$ cat src/rtl/bist_addr_gen_pkg.sv
// rtl/bist_addr_gen_pkg.sv - shared widths, FSM states and background constants for the BIST address generator
package bist_addr_gen_pkg;

  localparam int DEF_ADDR_W = 8;
  localparam int DEF_DATA_W = 8;

  typedef enum logic [1:0] {
    ST_IDLE   = 2'd0,
    ST_ACTIVE = 2'd1,
    ST_DONE   = 2'd2
  } state_t;

  localparam logic [7:0] BG_SOLID = 8'h00;
  localparam logic [7:0] BG_CHECK = 8'h55;

endpackage

$ cat src/rtl/bist_addr_gen_if.sv
// rtl/bist_addr_gen_if.sv - control strobes in, SRAM address/data/strobes out
interface bist_addr_gen_if
  import bist_addr_gen_pkg::*;
#(
  parameter int ADDR_W = DEF_ADDR_W,
  parameter int DATA_W = DEF_DATA_W
);
  logic              mar_lr;
  logic              mar_c;
  logic              rev_out;
  logic              bg0;
  logic              bln_out;
  logic              c1;
  logic [ADDR_W-1:0] addr;
  logic [DATA_W-1:0] wdata;
  logic [DATA_W-1:0] exp_data;
  logic              mem_ce;
  logic              mem_we;
  logic              elem_done;

  // BIST control unit side
  modport master (
    output mar_lr, mar_c, rev_out, bg0, bln_out, c1,
    input  addr, wdata, exp_data, mem_ce, mem_we, elem_done
  );

  // Address generator side
  modport slave (
    input  mar_lr, mar_c, rev_out, bg0, bln_out, c1,
    output addr, wdata, exp_data, mem_ce, mem_we, elem_done
  );
endinterface

$ cat src/rtl/bist_bg_pattern.sv
// rtl/bist_bg_pattern.sv - data background word from address LSB, checkerboard select and invert
module bist_bg_pattern
  import bist_addr_gen_pkg::*;
#(
  parameter int DATA_W = DEF_DATA_W
) (
  input  logic              addr0_i,
  input  logic              bg_i,
  input  logic              inv_i,
  output logic [DATA_W-1:0] pattern_o
);

  logic [DATA_W-1:0] base;

  // Checkerboard flips on odd words; the invert turns a march-0 background into march-1 data
  always_comb begin
    base      = bg_i ? ({(DATA_W/8){BG_CHECK}} ^ {DATA_W{addr0_i}})
                     : {(DATA_W/8){BG_SOLID}};
    pattern_o = base ^ {DATA_W{inv_i}};
  end

endmodule

$ cat src/rtl/bist_addr_gen.sv
// rtl/bist_addr_gen.sv - march element address sequencer with registered SRAM strobes
module bist_addr_gen
  import bist_addr_gen_pkg::*;
#(
  parameter int ADDR_W = DEF_ADDR_W,
  parameter int DATA_W = DEF_DATA_W
) (
  input logic              clk,
  input logic              rst,
  bist_addr_gen_if.slave   bus
);

  localparam logic [ADDR_W-1:0] ADDR_LAST = {ADDR_W{1'b1}};

  state_t            state_q;
  logic [ADDR_W-1:0] addr_q;
  logic [ADDR_W-1:0] addr_d;
  logic              dir_q;
  logic              bg_q;
  logic              inv_q;
  logic              ce_q;
  logic              we_q;
  logic              done_q;
  logic              at_end;
  logic [DATA_W-1:0] pattern;

  // Next counted address and end-of-element detect for the latched direction
  always_comb begin
    addr_d = dir_q ? (addr_q - 1'b1) : (addr_q + 1'b1);
    at_end = dir_q ? (addr_q == '0) : (addr_q == ADDR_LAST);
  end

  // Element FSM: load beats count, the final count parks in DONE with a one-cycle elem_done
  always_ff @(posedge clk or negedge rst) begin
    if (!rst) begin
      state_q <= ST_IDLE;
      addr_q  <= '0;
      dir_q   <= 1'b0;
      bg_q    <= 1'b0;
      inv_q   <= 1'b0;
      ce_q    <= 1'b0;
      we_q    <= 1'b0;
      done_q  <= 1'b0;
    end else if (bus.mar_lr) begin
      state_q <= ST_ACTIVE;
      addr_q  <= bus.rev_out ? ADDR_LAST : '0;
      dir_q   <= bus.rev_out;
      bg_q    <= bus.bg0;
      inv_q   <= bus.bln_out;
      ce_q    <= 1'b1;
      we_q    <= bus.c1;
      done_q  <= 1'b0;
    end else begin
      case (state_q)
        ST_ACTIVE: begin
          ce_q <= 1'b1;
          we_q <= bus.c1;
          if (bus.mar_c && at_end) begin
            state_q <= ST_DONE;
            done_q  <= 1'b1;
          end else begin
            done_q <= 1'b0;
            if (bus.mar_c) begin
              addr_q <= addr_d;
            end
          end
        end
        ST_DONE, ST_IDLE: begin
          ce_q   <= 1'b0;
          we_q   <= 1'b0;
          done_q <= 1'b0;
        end
        default: begin
          state_q <= ST_IDLE;
          ce_q    <= 1'b0;
          we_q    <= 1'b0;
          done_q  <= 1'b0;
        end
      endcase
    end
  end

  bist_bg_pattern #(
    .DATA_W (DATA_W)
  ) u_bg_pattern (
    .addr0_i   (addr_q[0]),
    .bg_i      (bg_q),
    .inv_i     (inv_q),
    .pattern_o (pattern)
  );

  assign bus.addr      = addr_q;
  assign bus.wdata     = pattern;
  assign bus.exp_data  = pattern;
  assign bus.mem_ce    = ce_q;
  assign bus.mem_we    = we_q;
  assign bus.elem_done = done_q;

endmodule

$ cat src/flat_wrapper.sv
// flat-port wrapper written by rule: the top's interface ports become plain ports
module bist_addr_gen_flat import bist_addr_gen_pkg::*;
#(
  parameter int ADDR_W = DEF_ADDR_W,
  parameter int DATA_W = DEF_DATA_W
)
  (clk, rst, bus_mar_lr, bus_mar_c, bus_rev_out, bus_bg0, bus_bln_out, bus_c1, bus_addr, bus_wdata, bus_exp_data, bus_mem_ce, bus_mem_we, bus_elem_done);
  bist_addr_gen_if #(.ADDR_W(ADDR_W), .DATA_W(DATA_W)) bus_i ();
  input logic clk;
  input logic rst;
  input wire logic [$bits(bus_i.mar_lr)-1:0] bus_mar_lr;
  input wire logic [$bits(bus_i.mar_c)-1:0] bus_mar_c;
  input wire logic [$bits(bus_i.rev_out)-1:0] bus_rev_out;
  input wire logic [$bits(bus_i.bg0)-1:0] bus_bg0;
  input wire logic [$bits(bus_i.bln_out)-1:0] bus_bln_out;
  input wire logic [$bits(bus_i.c1)-1:0] bus_c1;
  output wire logic [$bits(bus_i.addr)-1:0] bus_addr;
  output wire logic [$bits(bus_i.wdata)-1:0] bus_wdata;
  output wire logic [$bits(bus_i.exp_data)-1:0] bus_exp_data;
  output wire logic [$bits(bus_i.mem_ce)-1:0] bus_mem_ce;
  output wire logic [$bits(bus_i.mem_we)-1:0] bus_mem_we;
  output wire logic [$bits(bus_i.elem_done)-1:0] bus_elem_done;
  assign bus_i.mar_lr = bus_mar_lr;
  assign bus_i.mar_c = bus_mar_c;
  assign bus_i.rev_out = bus_rev_out;
  assign bus_i.bg0 = bus_bg0;
  assign bus_i.bln_out = bus_bln_out;
  assign bus_i.c1 = bus_c1;
  assign bus_addr = bus_i.addr;
  assign bus_wdata = bus_i.wdata;
  assign bus_exp_data = bus_i.exp_data;
  assign bus_mem_ce = bus_i.mem_ce;
  assign bus_mem_we = bus_i.mem_we;
  assign bus_elem_done = bus_i.elem_done;
  bist_addr_gen #(.ADDR_W(ADDR_W), .DATA_W(DATA_W)) u_core (.clk(clk), .rst(rst), .bus(bus_i));
endmodule
$ cat config.mk
export PLATFORM = sky130hd
export DESIGN_NAME = bist_addr_gen_flat
export DESIGN_NICKNAME = d
export VERILOG_FILES = /design/src/rtl/bist_addr_gen_pkg.sv /design/src/rtl/bist_addr_gen_if.sv /design/src/rtl/bist_bg_pattern.sv /design/src/rtl/bist_addr_gen.sv /design/src/flat_wrapper.sv
export SDC_FILE = /design/constraint.sdc
export NUM_CORES = 1
export LEC_CHECK = 0
export CAP_MARGIN = 20
export CORE_ASPECT_RATIO = 0.75
export CORE_MARGIN = 8
export CORE_UTILIZATION = 49
export CTS_CLUSTER_DIAMETER = 50
export DETAILED_ROUTE_END_ITERATION = 8
export PLACE_DENSITY = 0.88
export SYNTH_ARGS = -nofsm -noshare
export SYNTH_HDL_FRONTEND = slang
export SYNTH_SLANG_ARGS = --single-unit
$ cat constraint.sdc
create_clock -name clk -period 4.4 [get_ports clk]
set_input_delay 0.44 -clock clk [delete_from_list [all_inputs] [get_ports clk]]
set_output_delay 0.44 -clock clk [all_outputs]
set_load 0.005 [all_outputs]
==> flow_metrics.tcl <==
set metrics [dict create \
    synth_common_cells "16 x dfrtp_1, 15 x buf_4, 12 x a21oi_1, 10 x nand2_1, 8 x nor2_1" \
    hold_violations 0 \
    synth.most_common_cell "dfrtp_1" \
    peakVddDrop_v 0.000262 \
    cp.arrival_ps 1990 \
    die_h_um 57.3 \
    tightest_slew_ps 832 \
    critPathBufInv 2 \
    cts_sinks 16 \
    grtUsageTotal_pct 12.5 \
    ys_seq_area_share_pct 35.9 \
    dp_hpwl_mm 2.07 \
    whs_ps 531 \
    antenna_found_initial 0 \
    timing.rr.start "u_core.dir_q" \
    start_util_pct 50.0 \
    core_sq_mm 0.00223 \
    crit_start "u_core.bus.addr[0]" \
    synthesis.area_sq_mm 0.00112 \
    die_w_um 71.1 \
    finalInstanceArea_sq_mm 0.00140 \
    layout.nets 158 \
    min_from "u_core.state_q[0]" \
    leakage_nw 0.601 \
    synth_edf_count 0 \
    grt-ovfl-total 0 \
    relSlewSlack_pct 44.2 \
    crit_chain "inv_1 > nand2_1 > xnor2_1 > clkdlybuf4s50_1" \
    drtIter0Drc 13 \
    ys_ff_latch 16 \
    worst_setup_path_end_kind "output port" \
    async_reset_ff_share_pct 100 \
    hold_buffers 0 \
    htreeDepth 1 \
    clk_latency_ps 280 \
    netlist_top_cells_area "dfrtp_1 36%, buf_4 10%, ha_1 6.7%" \
    status "complete, no violations" \
    diodes 0 \
    setup-tns-final_ps 0 \
    routed_wirelength_mm 2.57 \
    portBuffers 34 \
    layout-drive-gt1-share_pct 7.04 \
    cts_resized 0 \
    cts_tree "done" \
    reg2reg_to "u_core.bus.addr[6]" \
    max_stage_delay_ps 610 \
    ant_nets 0 \
    synth_nets 136 \
    cts_setup_buffers 0 \
    hold_depth 2 \
    routed_via_density 5.53 \
    synth_cell_type_count 38 \
    crit_fanout 8 \
    rsz0062_at_grt "no" \
    grt_max_degree 17 \
    cts_buffers 3 \
    clockRootBuffer "clkbuf_4" \
    critPathKind "reg2out" \
    reg2reg_depth 8 \
    fin_crit_sh_pct 55.3 \
    avgRoutedWirePerCell_um 15.4 \
    fin_skew_ps 0.566 \
    max_freq_mhz 411 \
    cap_violations 0 \
    fin_cells 167 \
    path_depth 4 \
    crit_family "buffers and inverters" \
    path_clk_slew_ps 90 \
    drc_errors 0 \
    grt_pass1_wl_mm 4.08 \
    rows 15 \
    synthCells 121 \
    dpl_cell_area_sq_mm 0.00136 \
    r2r_slack_ps 2230 \
    power.density_mw_per_mm2 395 \
    avgSynthCellArea_sq_um 9.22 \
    yosys_warnings 0 \
    io_pins 35 \
    worst_path_max_delay_cell "clkdlybuf4s50_1" \
    grt_pass1_vias 909 \
    required_ps 3960 \
    gp_congestion 0.829 \
    critPathLaunchType "flip-flop" \
    hp-class "reg2reg" \
    setup_viol 0 \
    yosysTopAreaCellShare_pct 35.9 \
    yosys.area.top_type "dfrtp_1" \
    ctsLongestPathBuffers 2 \
    slew_violations 0 \
    vias 923 \
    post-route-min-period_ps 2430 \
    area_growth_pct 25.1 \
    die-area_sq_mm 0.00408 \
    dp.cells 163 \
    holdPathEnd "u_core.state_q[1]" \
    yosys_most_used_dff "dfrtp_1" \
    first_pass_iters 4 \
]
## layout make-up
class	count	area, sq um
Clock buffer	4	36.3
Tap cell	25	31.3
Fill cell	186	837
Sequential cell	16	400
Timing Repair Buffer	34	340
Multi-Input combinational cell	83	569
Inverter	5	18.8
## cells in the final DEF, fill, tap and decap left out, types with 2 or more instances in the layout
cell / instances
xnor2_1: 4
clkbuf_4: 3
inv_1: 4
nand3_1: 2
nor2b_1: 4
a21oi_1: 12
nor2_1: 8
nand2b_1: 3
o21ai_1: 2
clkdlybuf4s50_1: 34
o21ai_0: 3
dfrtp_1: 16
ha_1: 6
a31oi_1: 2
xor2_1: 2
mux2_2: 2
mux2i_1: 3
a21o_1: 2
nand2_1: 10
o21a_1: 2
## kinds of logic after synthesis
| kind of cell | count (synthesis) | share of synthesized area, % |
|---|---|---|
| buf+inv | 22 | 13.1 |
| xor+xnor | 6 | 4.71 |
| simple gates | 37 | 17.7 |
| mux | 5 | 4.71 |
| flops | 16 | 35.9 |
| fa+ha+maj | 7 | 8.52 |
| compound gates | 28 | 15.4 |
## power by group
part / internal [mW] / total (mW) / switching (mW)
logic: 0.151 / 0.267 / 0.117
clock network: 0.0504 / 0.0947 / 0.0444
registers: 0.164 / 0.190 / 0.0263
## worst reg2reg max path, delay by kind of cell, from the launching register on
kind                     cells  cell delay (ps)
flip-flops                   1              600
buffers and inverters        1              170
XOR/XNOR                     1              170
AO/OA/AOI/OAI                3              370
AND/OR/NAND/NOR              2              300
adder cells (fa/ha/maj)      1              410
## sequential cells by signal, summed over array words and instances (netlist names)
signal,flops
u_core.dir_q,1
u_core.state_q,2
u_core.bg_q,1
u_core.bus.elem_done,1
u_core.bus.addr,8
u_core.bus.mem_ce,1
u_core.inv_q,1
u_core.bus.mem_we,1
## metal layers
layer / GRT usage, % / share of wire (%) / up-vias
met2: 21.1 / 47 / 32
met5: 0 / 0 / -
li1: - / - / 447
met1: 13.5 / 42 / 442
met4: 2.95 / 0.58 / 0
met3: 6.47 / 10 / 2
## worst max path at each step
stage / slack [ps] / endpoint
floorplan: 2590 / u_core.bus.addr[7]
global placement: 2240 / u_core.bus.addr[7]
detailed placement: 2140 / u_core.bus.addr[7]
CTS: 1940 / bus_wdata[4]
global route: 1760 / bus_wdata[2]
finish: 1970 / bus_wdata[4]
## through the flow
| stage | setup WS (ps) | power [mW] | utilization (%) |
|---|---|---|---|
| after floorplan | 2590 | 0.365 | - |
| after global placement | 2240 | 0.445 | 60.9 |
| after detailed placement | 2140 | 0.460 | 60.9 |
| after CTS | 1940 | 0.555 | 62.5 |
| after global routing | 1760 | 0.589 | 62.5 |
| final | 1970 | 0.552 | 62.5 |
Power figures use the tool's default switching activity.
